<file path="config.mk">
export PLATFORM = sky130hd
export DESIGN_NAME = icache_2way_ctrl
export DESIGN_NICKNAME = d
export VERILOG_FILES = /design/src/rtl/icache_pkg.sv /design/src/rtl/icache_way_array.sv /design/src/rtl/icache_2way_ctrl.sv
export SDC_FILE = /design/constraint.sdc
export NUM_CORES = 1
export LEC_CHECK = 0
export CAP_MARGIN = 20
export CORE_ASPECT_RATIO = 0.7
export CORE_MARGIN = 4
export CORE_UTILIZATION = 37
export DETAILED_ROUTE_END_ITERATION = 10
export PLACE_DENSITY_LB_ADDON = 0.12
export SLEW_MARGIN = 20
export SYNTH_ARGS = -nofsm -noshare
export SYNTH_HDL_FRONTEND = slang
export SYNTH_SLANG_ARGS = --single-unit
</file>
<file path="constraint.sdc">
create_clock -name CLK -period 34.6 [get_ports CLK]
set_input_delay 10.38 -clock CLK [delete_from_list [all_inputs] [get_ports CLK]]
set_output_delay 10.38 -clock CLK [all_outputs]
set_load 0.01 [all_outputs]
</file>
<file path="src/rtl/icache_pkg.sv">
// Shared types and address-split helpers for the 2-way instruction cache controller.
package icache_pkg;

  typedef enum logic [1:0] {IDLE, MISS, FILL} state_e;

  function automatic int calc_off_w(input int words_per_blk);
    return $clog2(words_per_blk) + 2;
  endfunction

  function automatic int calc_idx_w(input int num_sets);
    return $clog2(num_sets);
  endfunction

  function automatic int calc_tag_w(input int addr_w, input int words_per_blk, input int num_sets);
    return addr_w - calc_off_w(words_per_blk) - calc_idx_w(num_sets);
  endfunction

endpackage

</file>
<file path="src/rtl/icache_way_array.sv">
// One cache way: per-set block data, tag and valid bit with a single read and write port.
module icache_way_array
  import icache_pkg::*;
#(
  parameter int NUM_SETS = 4,
  parameter int IDX_SW   = 2,
  parameter int TAG_W    = 4,
  parameter int BLK_W    = 128
) (
  input  logic              CLK,
  input  logic              RESET,
  input  logic              clear,
  input  logic [IDX_SW-1:0] rd_idx,
  output logic [TAG_W-1:0]  rd_tag,
  output logic              rd_valid,
  output logic [BLK_W-1:0]  rd_block,
  input  logic              we,
  input  logic [IDX_SW-1:0] wr_idx,
  input  logic [TAG_W-1:0]  wr_tag,
  input  logic [BLK_W-1:0]  wr_block
);

  logic [NUM_SETS-1:0] valid_q, valid_d;
  logic [TAG_W-1:0]    tag_q  [NUM_SETS];
  logic [TAG_W-1:0]    tag_d  [NUM_SETS];
  logic [BLK_W-1:0]    data_q [NUM_SETS];
  logic [BLK_W-1:0]    data_d [NUM_SETS];

  assign rd_tag   = tag_q[rd_idx];
  assign rd_valid = valid_q[rd_idx];
  assign rd_block = data_q[rd_idx];

  // A clear on the same edge as a write wins, so a flushed fill leaves the line invalid.
  always_comb begin
    valid_d = valid_q;
    tag_d   = tag_q;
    data_d  = data_q;
    if (we) begin
      valid_d[wr_idx] = 1'b1;
      tag_d[wr_idx]   = wr_tag;
      data_d[wr_idx]  = wr_block;
    end
    if (clear) valid_d = '0;
  end

  always_ff @(posedge CLK) begin
    if (RESET) valid_q <= '0;
    else       valid_q <= valid_d;
    tag_q  <= tag_d;
    data_q <= data_d;
  end

endmodule

</file>
<file path="src/rtl/icache_2way_ctrl.sv">
// 2-way set-associative read-only instruction cache controller with per-set LRU,
// zero-latency hits, a clocked IDLE/MISS/FILL miss sequence and a flush input.
module icache_2way_ctrl
  import icache_pkg::*;
#(
  parameter int ADDR_W        = 10,
  parameter int WORD_W        = 32,
  parameter int WORDS_PER_BLK = 4,
  parameter int NUM_SETS      = 4
) (
  input  logic                                         CLK,
  input  logic                                         RESET,
  input  logic                                         cpu_fetch,
  input  logic [ADDR_W-1:0]                            cpu_addr,
  input  logic                                         flush,
  output logic [WORD_W-1:0]                            instr,
  output logic                                         busywait,
  output logic                                         mem_read,
  output logic [ADDR_W-calc_off_w(WORDS_PER_BLK)-1:0]  mem_addr,
  input  logic                                         mem_busywait,
  input  logic [WORD_W*WORDS_PER_BLK-1:0]              mem_rdata
);

  localparam int OFF_W  = calc_off_w(WORDS_PER_BLK);
  localparam int IDX_W  = calc_idx_w(NUM_SETS);
  localparam int TAG_W  = calc_tag_w(ADDR_W, WORDS_PER_BLK, NUM_SETS);
  localparam int IDX_SW = (IDX_W > 0) ? IDX_W : 1;
  localparam int SEL_W  = (WORDS_PER_BLK > 1) ? $clog2(WORDS_PER_BLK) : 1;
  localparam int BLK_W  = WORD_W * WORDS_PER_BLK;
  localparam int MA_W   = ADDR_W - OFF_W;

  logic [IDX_SW-1:0] idx;
  logic [SEL_W-1:0]  word_sel;
  logic [TAG_W-1:0]  addr_tag;
  logic              unused_byte_bits;

  assign addr_tag         = cpu_addr[ADDR_W-1 -: TAG_W];
  assign unused_byte_bits = ^cpu_addr[1:0];

  if (IDX_W > 0) begin : g_idx
    assign idx = cpu_addr[OFF_W +: IDX_W];
  end else begin : g_no_idx
    assign idx = '0;
  end

  if (WORDS_PER_BLK > 1) begin : g_sel
    assign word_sel = cpu_addr[2 +: SEL_W];
  end else begin : g_no_sel
    assign word_sel = '0;
  end

  logic [TAG_W-1:0]    tag_rd [2];
  logic [BLK_W-1:0]    blk_rd [2];
  logic [1:0]          valid_rd, hit_way, way_we;
  logic                hit, clear_all;
  state_e              state_q, state_d;
  logic                victim_q, victim_d;
  logic [NUM_SETS-1:0] lru_q, lru_d;
  logic                flush_pend_q, flush_pend_d;
  logic                mem_read_q, mem_read_d;
  logic [MA_W-1:0]     mem_addr_q, mem_addr_d;
  logic [BLK_W-1:0]    fill_blk_q, fill_blk_d;

  for (genvar w = 0; w < 2; w++) begin : g_way
    icache_way_array #(
      .NUM_SETS(NUM_SETS), .IDX_SW(IDX_SW), .TAG_W(TAG_W), .BLK_W(BLK_W)
    ) u_way (
      .CLK(CLK), .RESET(RESET), .clear(clear_all),
      .rd_idx(idx), .rd_tag(tag_rd[w]), .rd_valid(valid_rd[w]), .rd_block(blk_rd[w]),
      .we(way_we[w]), .wr_idx(idx), .wr_tag(addr_tag), .wr_block(fill_blk_q)
    );
    assign hit_way[w] = valid_rd[w] && (tag_rd[w] == addr_tag);
  end

  assign hit      = |hit_way;
  assign busywait = cpu_fetch && (RESET || !(state_q == IDLE && hit));
  assign mem_read = mem_read_q;
  assign mem_addr = mem_addr_q;

  always_comb begin
    instr = '0;
    if (hit_way[0])      instr = blk_rd[0][word_sel*WORD_W +: WORD_W];
    else if (hit_way[1]) instr = blk_rd[1][word_sel*WORD_W +: WORD_W];
  end

  // The address is not rechecked in MISS/FILL: the CPU holds it stable while stalled.
  always_comb begin
    state_d      = state_q;
    victim_d     = victim_q;
    lru_d        = lru_q;
    flush_pend_d = flush_pend_q;
    mem_read_d   = mem_read_q;
    mem_addr_d   = mem_addr_q;
    fill_blk_d   = fill_blk_q;
    way_we       = '0;
    clear_all    = 1'b0;
    case (state_q)
      IDLE: begin
        clear_all = flush;
        if (cpu_fetch && hit) begin
          lru_d[idx] = hit_way[0];
        end else if (cpu_fetch) begin
          state_d    = MISS;
          mem_read_d = 1'b1;
          mem_addr_d = cpu_addr[ADDR_W-1:OFF_W];
          victim_d   = !valid_rd[0] ? 1'b0 : (!valid_rd[1] ? 1'b1 : lru_q[idx]);
        end
      end
      MISS: begin
        flush_pend_d = flush_pend_q | flush;
        if (!mem_busywait) begin
          state_d    = FILL;
          mem_read_d = 1'b0;
          fill_blk_d = mem_rdata;
        end
      end
      FILL: begin
        way_we[victim_q] = !RESET;
        lru_d[idx]       = ~victim_q;
        clear_all        = flush_pend_q | flush;
        flush_pend_d     = 1'b0;
        state_d          = IDLE;
      end
      default: state_d = IDLE;
    endcase
  end

  always_ff @(posedge CLK) begin
    if (RESET) begin
      state_q      <= IDLE;
      victim_q     <= 1'b0;
      lru_q        <= '0;
      flush_pend_q <= 1'b0;
      mem_read_q   <= 1'b0;
      mem_addr_q   <= '0;
    end else begin
      state_q      <= state_d;
      victim_q     <= victim_d;
      lru_q        <= lru_d;
      flush_pend_q <= flush_pend_d;
      mem_read_q   <= mem_read_d;
      mem_addr_q   <= mem_addr_d;
    end
    fill_blk_q <= fill_blk_d;
  end

endmodule

</file>
Yosys cells after proc, flatten, opt, wreduce, memory -nomap -nowiden
Cells that the tools add are included.
{"block": "op_classes", "eq_ne": 8, "shifts": 2, "magnitude_cmp": 6, "bitwise": 8, "n_mux": 49, "reduce_logical": 22}
{"op": "512-bit bitwise mux", "count": 2}
{"op": "128-bit two-way mux", "count": 5}
{"op": "128-bit binary-select mux with 2-bit select", "count": 2}
{"op": "128-bit demux with 2-bit select", "count": 1}
{"op": "128-bit by 8-bit indexed part select with 32-bit output", "count": 2}
{"op": "32-bit two-way mux", "count": 2}
{"op": "16-bit bitwise mux", "count": 2}
{"op": "4-bit two-way mux", "count": 6}
{"op": "4-bit binary-select mux with 2-bit select", "count": 2}
{"op": "1-bit two-way mux", "count": 10}
{"op": "4-bit bitwise mux", "count": 2}
{"op": "4-bit demux with 2-bit select", "count": 1}
{"op": "4-bit == test", "count": 2}
{"op": "1-bit logical AND", "count": 8}
{"op": "2-bit two-way mux", "count": 4}
{"op": "4-bit OR", "count": 2}
{"op": "4-bit one-hot mux with 2 select lines", "count": 1}
{"op": "1-bit binary-select mux with 2-bit select", "count": 3}
{"op": "2-bit inequality test, second input constant", "count": 3}
{"op": "1-bit one-hot mux with 2 select lines", "count": 3}
{"op": "3-bit AND reduction", "count": 2}
{"op": "2-bit nonzero test", "count": 3}
{"op": "2-bit one-hot mux with 2 select lines", "count": 1}
{"op": "2-bit AND reduction", "count": 2}
{"op": "other kinds (20)", "count": 24}
{"block": "totals", "in_bits": 143, "wordCells": 120, "out_inout_bits": 40, "regBits": 1207}

Depth between registers and ports, before layout
Gate-level depths: netlist (run 1).
{"block": "depth", "depth_word": 11, "depth_mapped": 10, "depth_no_buf": 7}

Cells and area by module
From an unflattened synthesis (run 1), not the netlist that was laid out.
{"block": "hier_totals", "hier_cells": 1757, "hier_area_um2": 44995.7}
{"mod": "icache_way_array", "area_per_inst_um2": 19194.7, "instances": 2, "seq_area_each_um2": 15935.3, "cells_per_inst": 704}
{"mod": "icache_2way_ctrl", "area_per_inst_um2": 6606.3, "instances": 1, "seq_area_each_um2": 4144.0, "cells_per_inst": 349}

Least setup slack after synthesis (run 1)
Ideal clock, no wire load.
{"block": "synth_path", "path_type": "in2out", "start": "input cpu_addr[4]", "end": "output instr[0]", "stages": 8, "n_path_buf": 4, "arrival_ps": 12277, "slack_ps": 11943, "t_required_ps": 24220, "cell_sequence": "buf_6 buf_2 buf_2 buf_2 mux4_2 mux4_2 nand2_1 nand2_1"}
{"block": "synth_between", "elab_chain_cells": 8, "elab_cells_between_ends": 25, "classes_between": "eq/ne: 2; shift: 2; mux: 18; bitwise: 1; reduce/logical: 2"}
{"item": "from (decl)", "line": "icache_2way_ctrl.sv:14", "source": "input logic [ADDR_W-1:0] cpu_addr,"}
{"item": "branches (longest 7 deep; another with 128-bit binary-select mux with 2-bit select)"}
{"item": "32-bit two-way mux *", "line": "icache_2way_ctrl.sv:82", "source": "if (hit_way[0]) instr = blk_rd[0][word_sel*WORD_W +: WORD_W];"}
{"item": "to (decl)", "line": "icache_2way_ctrl.sv:16", "source": "output logic [WORD_W-1:0] instr,"}
Every way passes the cells marked *. The select of a mux whose other input is x is not followed.

Final worst setup path (run 1)
{"block": "layout_path", "start": "input cpu_addr[4]", "end": "output instr[11]"}
Same word-level chain as after synthesis.

==> impl_metrics.json, run 1 <==
{
  "status": "complete, no violations",
  "grt_pass1_wl_mm": 149,
  "synth_top_area_share_pct": 78.8,
  "netlist-cell-type-count": 45,
  "cp-startpoint": "cpu_addr[4]",
  "yosysWarnings": 0,
  "r2r.worst_path.cells": 6,
  "slew_headroom_pct": 27.6,
  "rsz0062_at_grt": "no",
  "synth_top_area_cell": "edfxtp_1",
  "met3_length_mm": 4.14,
  "core_sq_um": 120000,
  "fin_nets": 2247,
  "crit_path_cell_trace": "buf_8 > buf_4 > mux4_2 > xnor2_1 > nand2_1 > a211oi_4 > buf_4 > buf_4 > nand3_1 > nand2_1 > clkdlybuf4s50_1",
  "start_kind": "input pin",
  "die-area_sq_um": 128000,
  "clk_pin_slew_ps": 60,
  "rows": 106,
  "hold_path.class": "flip-flop to flip-flop",
  "grt_overflow_total": 0,
  "ys_seq_area_share_pct": 79.9,
  "r2r_end": "g_way[0].u_way.data_q[221]",
  "cp_max_fo": 57,
  "grt_pass1_vias": 21300,
  "post_cts_resize_count": 0,
  "finalSetupTns_ps": 0,
  "grt_usage_pct": 15.9,
  "fin_crit_sh_pct": 73.1,
  "crit_type": "input pin to primary output",
  "synth_xor_area_share_pct": 0.194,
  "drive_gt1_share_pct": 25.4,
  "clock_path_buffers": 3,
  "r2r-start": "state_q[0]",
  "period_minus_slack_ps": 25280,
  "synth-compound-area-share_pct": 0.816,
  "dr.pass1.iters": 5,
  "syn_nets": 2000,
  "drtIter0Drc": 1518,
  "synth_seq_cells": 1207,
  "synth_edf_count": 1184,
  "muxShareOfSynthArea_pct": 16.5,
  "tightest_slew_ps": 1090,
  "synth_cells": 1854,
  "drc": 0,
  "cts_tree": "yes",
  "io_buffers": 180,
  "netlist_area_sq_um": 45100,
  "avgSynthCellArea_sq_um": 24.3,
  "synth_fa_ha_area_share_pct": 0.0832,
  "wl_met1_mm": 46.1,
  "power-per-cell-area_nw_per_um2": 57.6,
  "clockRootBuffer": "clkbuf_16",
  "route.top_layer_used": "met4",
  "drv_cap": 0,
  "hold_slack_ps": 462,
  "dpl.hpwl_mm": 52.1,
  "async_flop_share_pct": 0,
  "max_freq_ghz": 0.0396,
  "syn2layout_area_growth_pct": 17.1,
  "numCtsBuffers": 116,
  "worstSkewPairLatency_ps": 720,
  "report.final.setup_viol": 0,
  "path_common_cell": "buf_4",
  "place_congestion": 0.688,
  "clock-sinks": 1207,
  "drt-total-wl_mm": 101,
  "antenna_found_initial": 5,
  "ant_nets": 0,
  "leakagePower_nw": 16.3,
  "route.met2.wl_mm": 48.9,
  "finClkSkew_ps": 29.6,
  "synthSimpleGateAreaFrac_pct": 1.45,
  "cp_slowest_cell": "buf_4",
  "synthFlopType": "edfxtp_1",
  "synth_top_cells_by_area": "edfxtp_1, mux4_2, dfxtp_1",
  "endpoint": "instr[11]",
  "synth_top_family_by_area": "multiplexers",
  "vdd_drop_max_v": 0.0000359,
  "crit_arrival_ps": 14900,
  "postCtsSetupRepairBufs": 0,
  "wl_per_cell_um": 26.4,
  "dieHeight_um": 300,
  "grt_max_degree": 126,
  "finalHoldViolCount": 0,
  "initial_core_util_pct": 37.5,
  "rrSetupSlack_ps": 30890,
  "dr_total_vias": 19900,
  "cts-htree-levels": 3,
  "crit_required_ps": 24220,
  "slowest_delay_ps": 810,
  "die_w_um": 425,
  "crit_path_end_kind": "primary output",
  "ios": 183,
  "final_max_slew_viol_count": 0,
  "cts_hold_buf": 0,
  "fillCellCount": 10200,
  "via_per_inst": 5.20
}
## cell usage after synthesis (7+ instances only)
| master | number |
|---|---|
| a21oi_1 | 10 |
| buf_1 | 15 |
| xnor2_1 | 7 |
| dfxtp_1 | 23 |
| o21a_1 | 8 |
| o31ai_1 | 7 |
| nand4_1 | 7 |
| nand2_1 | 72 |
| clkbuf_1 | 28 |
| nand3_1 | 34 |
| mux4_2 | 328 |
| nor2_1 | 19 |
| edfxtp_1 | 1184 |
| buf_2 | 46 |
## sequential cells by signal, summed over array words and instances, names as in the netlist
name,flops
state_q,2
g_way.u_way.data_q,1024
victim_q,1
flush_pend_q,1
mem_addr,6
mem_read,1
fill_blk_q,128
g_way.u_way.tag_q,32
g_way.u_way.valid_q,8
lru_q,4
## worst min-delay path by stage
stage / from / cells past startpoint / to
6_report: g_way[0].u_way.valid_q[1] / 1 / g_way[0].u_way.valid_q[1]
2_1_floorplan: g_way[0].u_way.valid_q[2] / 1 / g_way[0].u_way.valid_q[2]
5_1_grt: g_way[1].u_way.valid_q[3] / 1 / g_way[1].u_way.valid_q[3]
3_3_place_gp: g_way[0].u_way.valid_q[2] / 1 / g_way[0].u_way.valid_q[2]
4_1_cts: g_way[0].u_way.valid_q[1] / 1 / g_way[0].u_way.valid_q[1]
3_5_place_dp: g_way[0].u_way.valid_q[1] / 1 / g_way[0].u_way.valid_q[1]
## layout make-up
cell class	instances	area, sq um	area share [%]
sequential	1207	36000	68.2
clock buffer	143	3110	5.89
clock inverter	72	769	1.46
antenna	1	2.50	0.00474
inverter	6	22.5	0.0427
multi-input combinational	546	8680	16.4
tap	1620	2030	3.84
timing repair buffer	224	2180	4.13
## logic make-up after synthesis
logic type,after synthesis
AO/OA/AOI/OAI,50
XOR/XNOR,10
adder cells (fa/ha/maj),3
buffers and inverters,101
flip-flops,1207
multiplexers,335
AND/OR/NAND/NOR,148
## stage by stage
stage / instance area [sq um] / power [mW] / utilization (%) / setup WS [ps] / cells
CTS: 52800 / 3.08 / 43.9 / 9110 / 3817
detailed placement: 48900 / 1.79 / 40.7 / 9100 / 3602
floorplan: 45100 / 1.74 / - / 11940 / 1854
global route: 52800 / 3.16 / 43.9 / 8940 / 3818
finish: 52800 / 3.04 / 43.9 / 9320 / 3819
global placement: 48900 / 1.79 / 40.7 / 9100 / 3602
## per-layer routing
| metal | up-vias | GRT usage [%] |
|---|---|---|
| li1 | 8446 | - |
| met1 | 10900 | 22.9 |
| met2 | 407 | 25.8 |
| met3 | 138 | 2.66 |
| met4 | 0 | 3.21 |
| met5 | - | 0 |
## critical path: cells and delay by family
kind	cells	cell delay, ps
AO/OA/AOI/OAI	1	160
XOR/XNOR	1	140
buffers and inverters	5	2900
multiplexers	1	610
AND/OR/NAND/NOR	3	490
## placed cells by master (no fill, tap or decap), drive strengths merged, types with 5 or more instances in the layout
master and instances:
bufinv 14, o31ai 7, o21ai 6, a21oi 10, edfxtp 1184, clkinv 52
nand4 7, clkdlybuf4s50 176, dfxtp 23, nand3 34, o21a 8, nand2 72
nor2 20, inv 9, buf 48, xnor2 7, mux4 328, clkbuf 143
nor3 5, mux2i 5
## report_power, final
part           switching, mW  total, mW  internal [mW]
Clock                  0.542       1.28          0.742
Combinational         0.0603      0.122         0.0617
Sequential            0.0149       1.63           1.62
No activity file was read; power rests on OpenSTA's default activity.
==> inputs of run 2 (changes only) <==
==> constraint.sdc (replaced) <==
create_clock -name CLK -period 20.8 [get_ports CLK]
set_input_delay 6.24 -clock CLK [delete_from_list [all_inputs] [get_ports CLK]]
set_output_delay 6.24 -clock CLK [all_outputs]
set_load 0.01 [all_outputs]
==> run 2 against run 1 <==
Against the previous run:
- register-to-register slack got worse by 14000 ps
- clock power grew 69%
- core utilization is essentially flat
- via count rose by 0.18%
- setup slack lost 5400 ps
- clock skew is 5.0 ps higher
- power up 67%
- critical path depth fell by 1
- global-route usage is 0.11 points higher
- clock-buffer cell count down 11
- non-clock buffer count decreased by 1
- cell count hardly changed
- largest cell class unchanged
==> impl_metrics.json, run 2 (synthesized netlist as in run 1, its figures left out) <==
{
  "path_buf_inv": 5,
  "die_w_um": 425,
  "power-per-cell-area_nw_per_um2": 96.1,
  "r2r-start": "state_q[0]",
  "final_max_slew_viol_count": 0,
  "fillCellCount": 10200,
  "rsz0062_at_grt": "no",
  "report.final.setup_viol": 0,
  "dieHeight_um": 300,
  "grt_max_degree": 117,
  "dr_total_vias": 19900,
  "route.top_layer_used": "met5",
  "numCtsBuffers": 116,
  "crit_path_cell_trace": "buf_8 > buf_4 > mux4_2 > xor2_1 > a211oi_4 > buf_4 > buf_4 > nand3_1 > nand2_1 > clkdlybuf4s50_1",
  "fin_crit_sh_pct": 81.0,
  "final_core_util_pct": 44.0,
  "top_register": "g_way.u_way.data_q",
  "grt_usage_pct": 16.0,
  "initial_core_util_pct": 37.5,
  "wl_per_cell_um": 26.5,
  "clock_path_buffers": 3,
  "stdcell_area_sq_um": 52800,
  "cts_hold_buf": 0,
  "path_common_cell": "buf_4",
  "crit_required_ps": 14560,
  "p_switching_mw": 1.03,
  "antenna_cells": 0,
  "cp_slowest_cell": "buf_4",
  "io_buffers": 180,
  "wl_met1_mm": 46.4,
  "dpl.hpwl_mm": 52.6,
  "post_cts_resize_count": 0,
  "clock-sinks": 1207,
  "drv_cap": 0,
  "rows": 106,
  "crit_path_end_kind": "primary output",
  "route.met2.wl_mm": 48.4,
  "slowest_delay_ps": 750,
  "grt_pass1_vias": 21500,
  "drive_gt1_share_pct": 25.5,
  "finalHoldViolCount": 0,
  "cp-startpoint": "cpu_addr[5]",
  "dr.pass1.iters": 7,
  "clk_pin_slew_ps": 60,
  "drt-total-wl_mm": 101,
  "grt_pass1_wl_mm": 150,
  "largest_reg_flops": 1024,
  "vdd_drop_max_v": 0.0000679,
  "finClkSkew_ps": 34.7,
  "place_congestion": 0.695,
  "via_per_inst": 5.21,
  "crit_arrival_ps": 10600,
  "ant_nets": 0,
  "cts_tree": "yes",
  "cp_max_fo": 101,
  "ios": 183,
  "internal-power_mw": 4.05,
  "leakagePower_nw": 16.3,
  "power_frac_seq_pct": 53.5,
  "cts-htree-levels": 3,
  "p_clk_share_pct": 42.5,
  "layout_common_cells": "edfxtp_1, mux4_2, clkdlybuf4s50_1",
  "hp-start": "g_way[0].u_way.valid_q[2]",
  "hold_path.class": "flip-flop to flip-flop",
  "status": "complete, no violations",
  "switching_share_pct": 20.3,
  "combPwrFrac_pct": 4.0,
  "core_sq_um": 120000,
  "critPathTopFamily": "buffers and inverters",
  "die-area_sq_um": 128000,
  "fin_nets": 2246,
  "syn2layout_area_growth_pct": 17.2,
  "drc": 0,
  "clockRootBuffer": "clkbuf_16",
  "start_kind": "input pin",
  "worstSkewPairLatency_ps": 710,
  "final_common_cell": "edfxtp_1",
  "grt_overflow_total": 0,
  "crit_type": "input pin to primary output",
  "placed_area_sq_um": 48900,
  "antenna_found_initial": 3,
  "postCtsSetupRepairBufs": 0,
  "met3_length_mm": 4.06,
  "finalSetupTns_ps": 0,
  "tightest_slew_ps": 1050,
  "period_minus_slack_ps": 16840,
  "drtIter0Drc": 1537,
  "reg.largest.list": "g_way.u_way.data_q x1024, fill_blk_q x128, g_way.u_way.tag_q x32",
  "slew_headroom_pct": 29.7,
  "max_freq_ghz": 0.0594
}
run 2: cell types whose count changed in the layout (fill, tap and decap cells not counted), moves of 3 or more:
cell / delta
bufinv_16: +4
clkinv_2: -6
clkbuf_8: -4
clkbuf_1: -5
clkinvlp_4: +7
buf_4: -3
clkinv_8: +4
run 2: per-stage QoR:
step | power [mW] | hold slack (ps) | setup WS (ps) | instances
after global placement | 2.97 | 443 | 3260 | 3601
final | 5.08 | 462 | 3960 | 3817
after CTS | 5.16 | 463 | 3290 | 3816
after detailed placement | 2.98 | 448 | 3300 | 3601
after floorplan | 2.89 | 435 | 3840 | 1854
after global routing | 5.28 | 478 | 3610 | 3817
run 2: area by class of cell:
type | count | area [sq um] | area share [%]
tap | 1620 | 2030 | 3.84
inverter | 6 | 22.5 | 0.0426
clock inverter | 83 | 941 | 1.78
clock buffer | 132 | 2980 | 5.65
timing repair buffer | 223 | 2180 | 4.13
sequential | 1207 | 36000 | 68.1
multi-input combinational | 546 | 8680 | 16.4
run 2: power groups by stage:
stage               Combinational (mW)  Clock, mW  Sequential [mW]
finish                           0.203       2.16             2.72
CTS                              0.209       2.23             2.72
global route                     0.219       2.34             2.72
global placement                 0.207          0             2.77
detailed placement               0.208          0             2.77
floorplan                        0.125          0             2.77
run 2: path summary, 6_finish.rpt:
path / end / slack, ps / depth (start not counted)
worst min-delay path: g_way[0].u_way.valid_q[2] / 460 / 1
worst min register to register: g_way[0].u_way.valid_q[2] / 460 / 1
worst max-delay path: instr[30] / 3960 / 10
worst max register to register: g_way[1].u_way.data_q[492] / 17080 / 6
run 2: metal layers:
metal,up-vias,GRT usage [%]
li1,8446,-
met1,10900,22.9
met2,425,25.7
met3,167,2.82
met4,2,3.83
met5,-,0
==> inputs of run 3 (changes only) <==
==> constraint.sdc (replaced) <==
create_clock -name CLK -period 17.5 [get_ports CLK]
set_input_delay 5.25 -clock CLK [delete_from_list [all_inputs] [get_ports CLK]]
set_output_delay 5.25 -clock CLK [all_outputs]
set_load 0.01 [all_outputs]
==> run 3 against run 2 <==
Against the previous run:
- sequential share of layout area grew 0.36 points
- sequential power up 19%
- non-clock buffer count decreased by 2
- via count up 0.11%
- first-iteration DRC count increased by 0.20%
- core utilization decreased by 0.23 points
- combinational power grew 19%
- critical endpoint is now instr[11]
- largest cell class unchanged
==> impl_metrics.json, run 3 (synthesized netlist as in run 1, its figures left out) <==
{
  "stdcell_area_sq_um": 52600,
  "cp_max_fo": 100,
  "finClkSkew_ps": 37.0,
  "clk_pin_slew_ps": 60,
  "post_cts_resize_count": 0,
  "core_sq_um": 120000,
  "final_common_cell": "edfxtp_1",
  "via_per_inst": 5.22,
  "final_max_slew_viol_count": 0,
  "dr_total_vias": 19900,
  "hold_path.class": "flip-flop to flip-flop",
  "crit_path_end_kind": "primary output",
  "grt_pass1_vias": 21400,
  "drive_gt1_share_pct": 24.8,
  "dpl.hpwl_mm": 52.0,
  "cts_tree": "yes",
  "leakagePower_nw": 16.2,
  "grt_overflow_total": 0,
  "antenna_found_initial": 12,
  "worstSkewPairLatency_ps": 720,
  "crit_type": "input pin to primary output",
  "syn2layout_area_growth_pct": 16.6,
  "place_inst": 3600,
  "dr.pass1.iters": 5,
  "place_congestion": 0.677,
  "power-per-cell-area_nw_per_um2": 112,
  "drt-total-wl_mm": 101,
  "initial_core_util_pct": 37.5,
  "cts_hold_buf": 0,
  "period_minus_slack_ps": 14610,
  "drtIter0Drc": 1540,
  "r2r-start": "state_q[0]",
  "rrSetupSlack_ps": 12850,
  "hp-start": "g_way[0].u_way.valid_q[0]",
  "grt_pass1_wl_mm": 149,
  "grt_max_degree": 108,
  "drv_cap": 0,
  "placed_area_sq_um": 48900,
  "drc": 0,
  "crit_required_ps": 12250,
  "reg.largest.list": "g_way.u_way.data_q x1024, fill_blk_q x128, g_way.u_way.tag_q x32",
  "stdcell_count": 3816,
  "worst_slack_ps": 2890,
  "die-area_sq_um": 128000,
  "cts-htree-levels": 3,
  "dieHeight_um": 300,
  "holdPathEnd": "g_way[0].u_way.valid_q[0]",
  "die_w_um": 425,
  "clock_path_buffers": 3,
  "tightest_slew_ps": 1110,
  "finalHoldViolCount": 0,
  "io_buffers": 180,
  "clock-sinks": 1207,
  "numCtsBuffers": 116,
  "crit_arrival_ps": 9360,
  "seq_area_sq_um": 36000,
  "holdPathStages": 1,
  "ios": 183,
  "fin_crit_sh_pct": 83.5,
  "dp_slack_ps": 2790,
  "multi_input_area_sq_um": 8680,
  "rows": 106,
  "finalSetupTns_ps": 0,
  "layout_common_cells": "edfxtp_1, mux4_2, clkdlybuf4s50_1",
  "vdd_drop_max_v": 0.0000799,
  "start_kind": "input pin",
  "fin_nets": 2244,
  "postCtsSetupRepairBufs": 0,
  "max_freq_ghz": 0.0684,
  "slew_headroom_pct": 25.8,
  "top_register": "g_way.u_way.data_q",
  "largest_reg_flops": 1024,
  "r2r_end": "g_way[0].u_way.data_q[431]",
  "clockRootBuffer": "clkbuf_16",
  "status": "complete, no violations",
  "grt_usage_pct": 16.1,
  "rsz0062_at_grt": "no",
  "r2r.worst_path.cells": 7,
  "ant_nets": 0,
  "report.final.setup_viol": 0,
  "wl_per_cell_um": 26.5,
  "fillCellCount": 10200
}
==> run 3: cell types whose count changed in the layout (fill, tap and decap cells not counted), sizes merged <==
| cell | delta |
|---|---|
| buf | -2 |
| bufinv | -9 |
| clkinv | -2 |
| clkinvlp | -5 |
| diode | +2 |
| clkbuf | +15 |
==> run 3: metal layers <==
metal | wire length, um | up-vias | global-route usage [%]
li1 | - | 8435 | -
met1 | 44900 | 10900 | 22.6
met2 | 49500 | 431 | 26.2
met3 | 4840 | 153 | 3.21
met4 | 2000 | 6 | 3.49
met5 | 37 | - | 0
==> run 3: worst max path at each step <==
stage	end	slack [ps]	from
final	instr[11]	2890	cpu_addr[4]
after global routing	instr[11]	2550	cpu_addr[4]
after CTS	instr[11]	2770	cpu_addr[4]
after detailed placement	instr[11]	2790	cpu_addr[4]
after global placement	instr[11]	2770	cpu_addr[4]
after floorplan	g_way[0].u_way.data_q[384]	1530	cpu_addr[5]
==> run 3: cell type report <==
type	instances	share of cell area, %
well taps	1620	3.86
flip-flops and latches	1207	68.5
repair buffers	221	4.12
clock buffers	147	5.80
multi-input cells	546	16.5
diodes	2	0.00952
clock inverters	67	1.17
inverters	6	0.0428
==> run 3: metrics by stage <==
| stage | hold WS (ps) | power, mW | util (%) |
|---|---|---|---|
| after floorplan | 435 | 3.44 | - |
| after global placement | 442 | 3.53 | 40.7 |
| after detailed placement | 451 | 3.54 | 40.7 |
| after CTS | 465 | 5.98 | 43.7 |
| after global routing | 487 | 6.12 | 43.8 |
| final | 462 | 5.90 | 43.8 |
==> run 3: critical path, cell delays in order <==
cell,delay (ps)
buf_8,580
buf_4,670
buf_12,610
mux4_2,630
mux4_2,480
nand3_1,100
nand2_1,170
clkdlybuf4s50_1,550
==> run 3: where the power goes <==
| group | leakage, nW | switching, mW | internal [mW] | total (mW) |
|---|---|---|---|---|
| combinational | 3.56 | 0.119 | 0.122 | 0.241 |
| clock | 1.78 | 1.06 | 1.36 | 2.42 |
| sequential | 10.9 | 0.0295 | 3.20 | 3.23 |
| total | 16.2 | 1.21 | 4.69 | 5.90 |
==> edit (config.mk and constraints of run 3) <==
Encoding of `state_e`: now one-hot (3 bits for 3 states).
--- a/src/rtl/icache_pkg.sv
+++ b/src/rtl/icache_pkg.sv
@@ -1,7 +1,7 @@
 // Shared types and address-split helpers for the 2-way instruction cache controller.
 package icache_pkg;
 
-  typedef enum logic [1:0] {IDLE, MISS, FILL} state_e;
+  typedef enum logic [2:0] {IDLE = 3'b001, MISS = 3'b010, FILL = 3'b100} state_e;
 
   function automatic int calc_off_w(input int words_per_blk);
     return $clog2(words_per_blk) + 2;
Formal check against the unedited RTL: same outputs for any inputs over 4 cycles, from zero or initial values and one cycle with RESET high; so few cycles prove little.
==> edit against run 3 <==
Sequential cell count up 1. Routed wire length is 2.3% lower. Area after synthesis barely moved. Non-clock buffer count fell by 6. Worst setup slack worse by 580 ps. Critical path type unchanged. Via count down 1.3%. Highest routed layer unchanged. Design area barely moved. Power shrank 1.4%. Largest power group unchanged.
==> edit: results (changes against run 3) <==
* Post-synthesis xor/xnor area fraction at 0.172% (-0.022 points)
* Nets at 2226 (-0.80%)
* DP Worst Slack at 2060 ps (-727 ps)
* Maximum vdd drop at 0.0728 mV (-8.9%)
* Worst Skew at 27.6 ps (-9.40 ps)
* Synth Area in Compound Gates at 0.902% (+0.086 points)
* Hold WS at 466 ps (+3.40 ps)
* Critical Path Slowest Stage Cell: buf_4
* Vias/cell at 5.17 (-0.92%)
* Outcome: complete, no violations
* Total GRT Usage at 15.7% (-0.38 points)
* Vias in the first global route at 21200 (-0.76%)
* Crit-path max FO at 50 (-50%)
* Syn nets at 1980 (-1.0%)
* Setup repair bufs after CTS at 0 (unchanged)
* Share of post-route cells with drive strength above 1 at 25.2% (+0.37 points)
* First-pass GRT wire length at 146000 microns (-2.0%)
* Wire length per cell at 26.0 microns (-1.8%)
* Placer congestion estimate at 0.684 (+1.1%)
* Worst path max stage delay at 850 ps (+180 ps)
* Transition time of the tightest slew-check pin at 1070 ps (-43.9 ps)
* Mapped Avg Cell Area at 24.5 sq um (+0.91%)
* Most frequent cells after synthesis: edfxtp_1 (1184), mux4_2 (331), buf_2 (45), nand2_1 (42)
* Seq/Total Area, Yosys at 79.9% (about the same)
* Hold Fails Final Rpt at 0 (unchanged)
* Total CTS buffers at 117 (+0.86%)
* Worst hold path class: reg -> reg
* Fill count at 10200 (+0.33%)
* Arrival @ worst endpoint at 9950 ps (+590 ps)
* Placement Cell Area at 0.0488 sq mm (-0.16%)
* Leak pwr at 0.0161 uW (-0.60%)
* Synth area leaders: edfxtp_1 (79%), mux4_2 (17%), dfxtp_1 (1.1%)
* Initial antenna violation count at 5 (-7)
* Post-Synth Adder-Cell Area at 0% (-0.083 points)
* Dpl cells at 3584 (-0.44%)
* Final HPWL DP at 50200 microns (-3.4%)
* Drt first-iter violations at 1427 (-7.3%)
* Post-synth cell types at 42 (-6.7%)
* Largest net degree at the start of global routing at 132 (+22%)
[edit: cell types whose count changed in the layout (fill, tap and decap cells not counted), moves of 5 or more]
cell | run 3 | this run
inv_1 | 6 | 25
o21ai_1 | 1 | 33
nand3_1 | 34 | 3
o21a_1 | 8 | 2
clkinv_1 | 27 | 33
xnor2_1 | 7 | 2
buf_4 | 39 | 31
clkbuf_16 | 117 | 122
nor2_1 | 12 | 27
nand2_1 | 72 | 41
[edit: final timing paths]
| check | from | to | depth (start not counted) |
|---|---|---|---|
| worst max-delay path | cpu_addr[4] | instr[8] | 9 |
| worst min-delay path | g_way[0].u_way.valid_q[0] | g_way[0].u_way.valid_q[0] | 2 |
| worst max register to register | state_q[2] | g_way[1].u_way.data_q[365] | 5 |
| worst min register to register | g_way[0].u_way.valid_q[0] | g_way[0].u_way.valid_q[0] | 2 |
[edit: where the power goes]
part	switching (uW)	internal [uW]	total, uW
logic	88.3	111	199
registers	6.12	3140	3150
clock network	1050	1410	2460
total	1140	4670	5810
[edit: area by class of cell]
type | instances | area [sq um] | area share, %
antenna | 2 | 5.00 | 0.00952
clock buffer | 151 | 3160 | 6.01
clock inverter | 63 | 574 | 1.09
inverter | 32 | 120 | 0.229
multi-input combinational | 509 | 8510 | 16.2
sequential | 1208 | 36000 | 68.6
tap | 1620 | 2030 | 3.86
timing repair buffer | 215 | 2140 | 4.06
[edit: routing by layer]
metal / vias to the layer above / share of wire, % / global-route usage, %
met3: 155 / 4.1 / 2.88
met2: 429 / 49 / 25.9
met1: 10700 / 45 / 21.7
met4: 2 / 2.3 / 4.01
li1: 8353 / - / -
met5: - / 0.020 / 0
[edit: worst reg2reg max path: stages (launching register included)]
cell and delay, ps:
dfxtp_1 430, nor3b_1 590, nand3_1 430, nor2_4 830, buf_4 740, buf_4 760
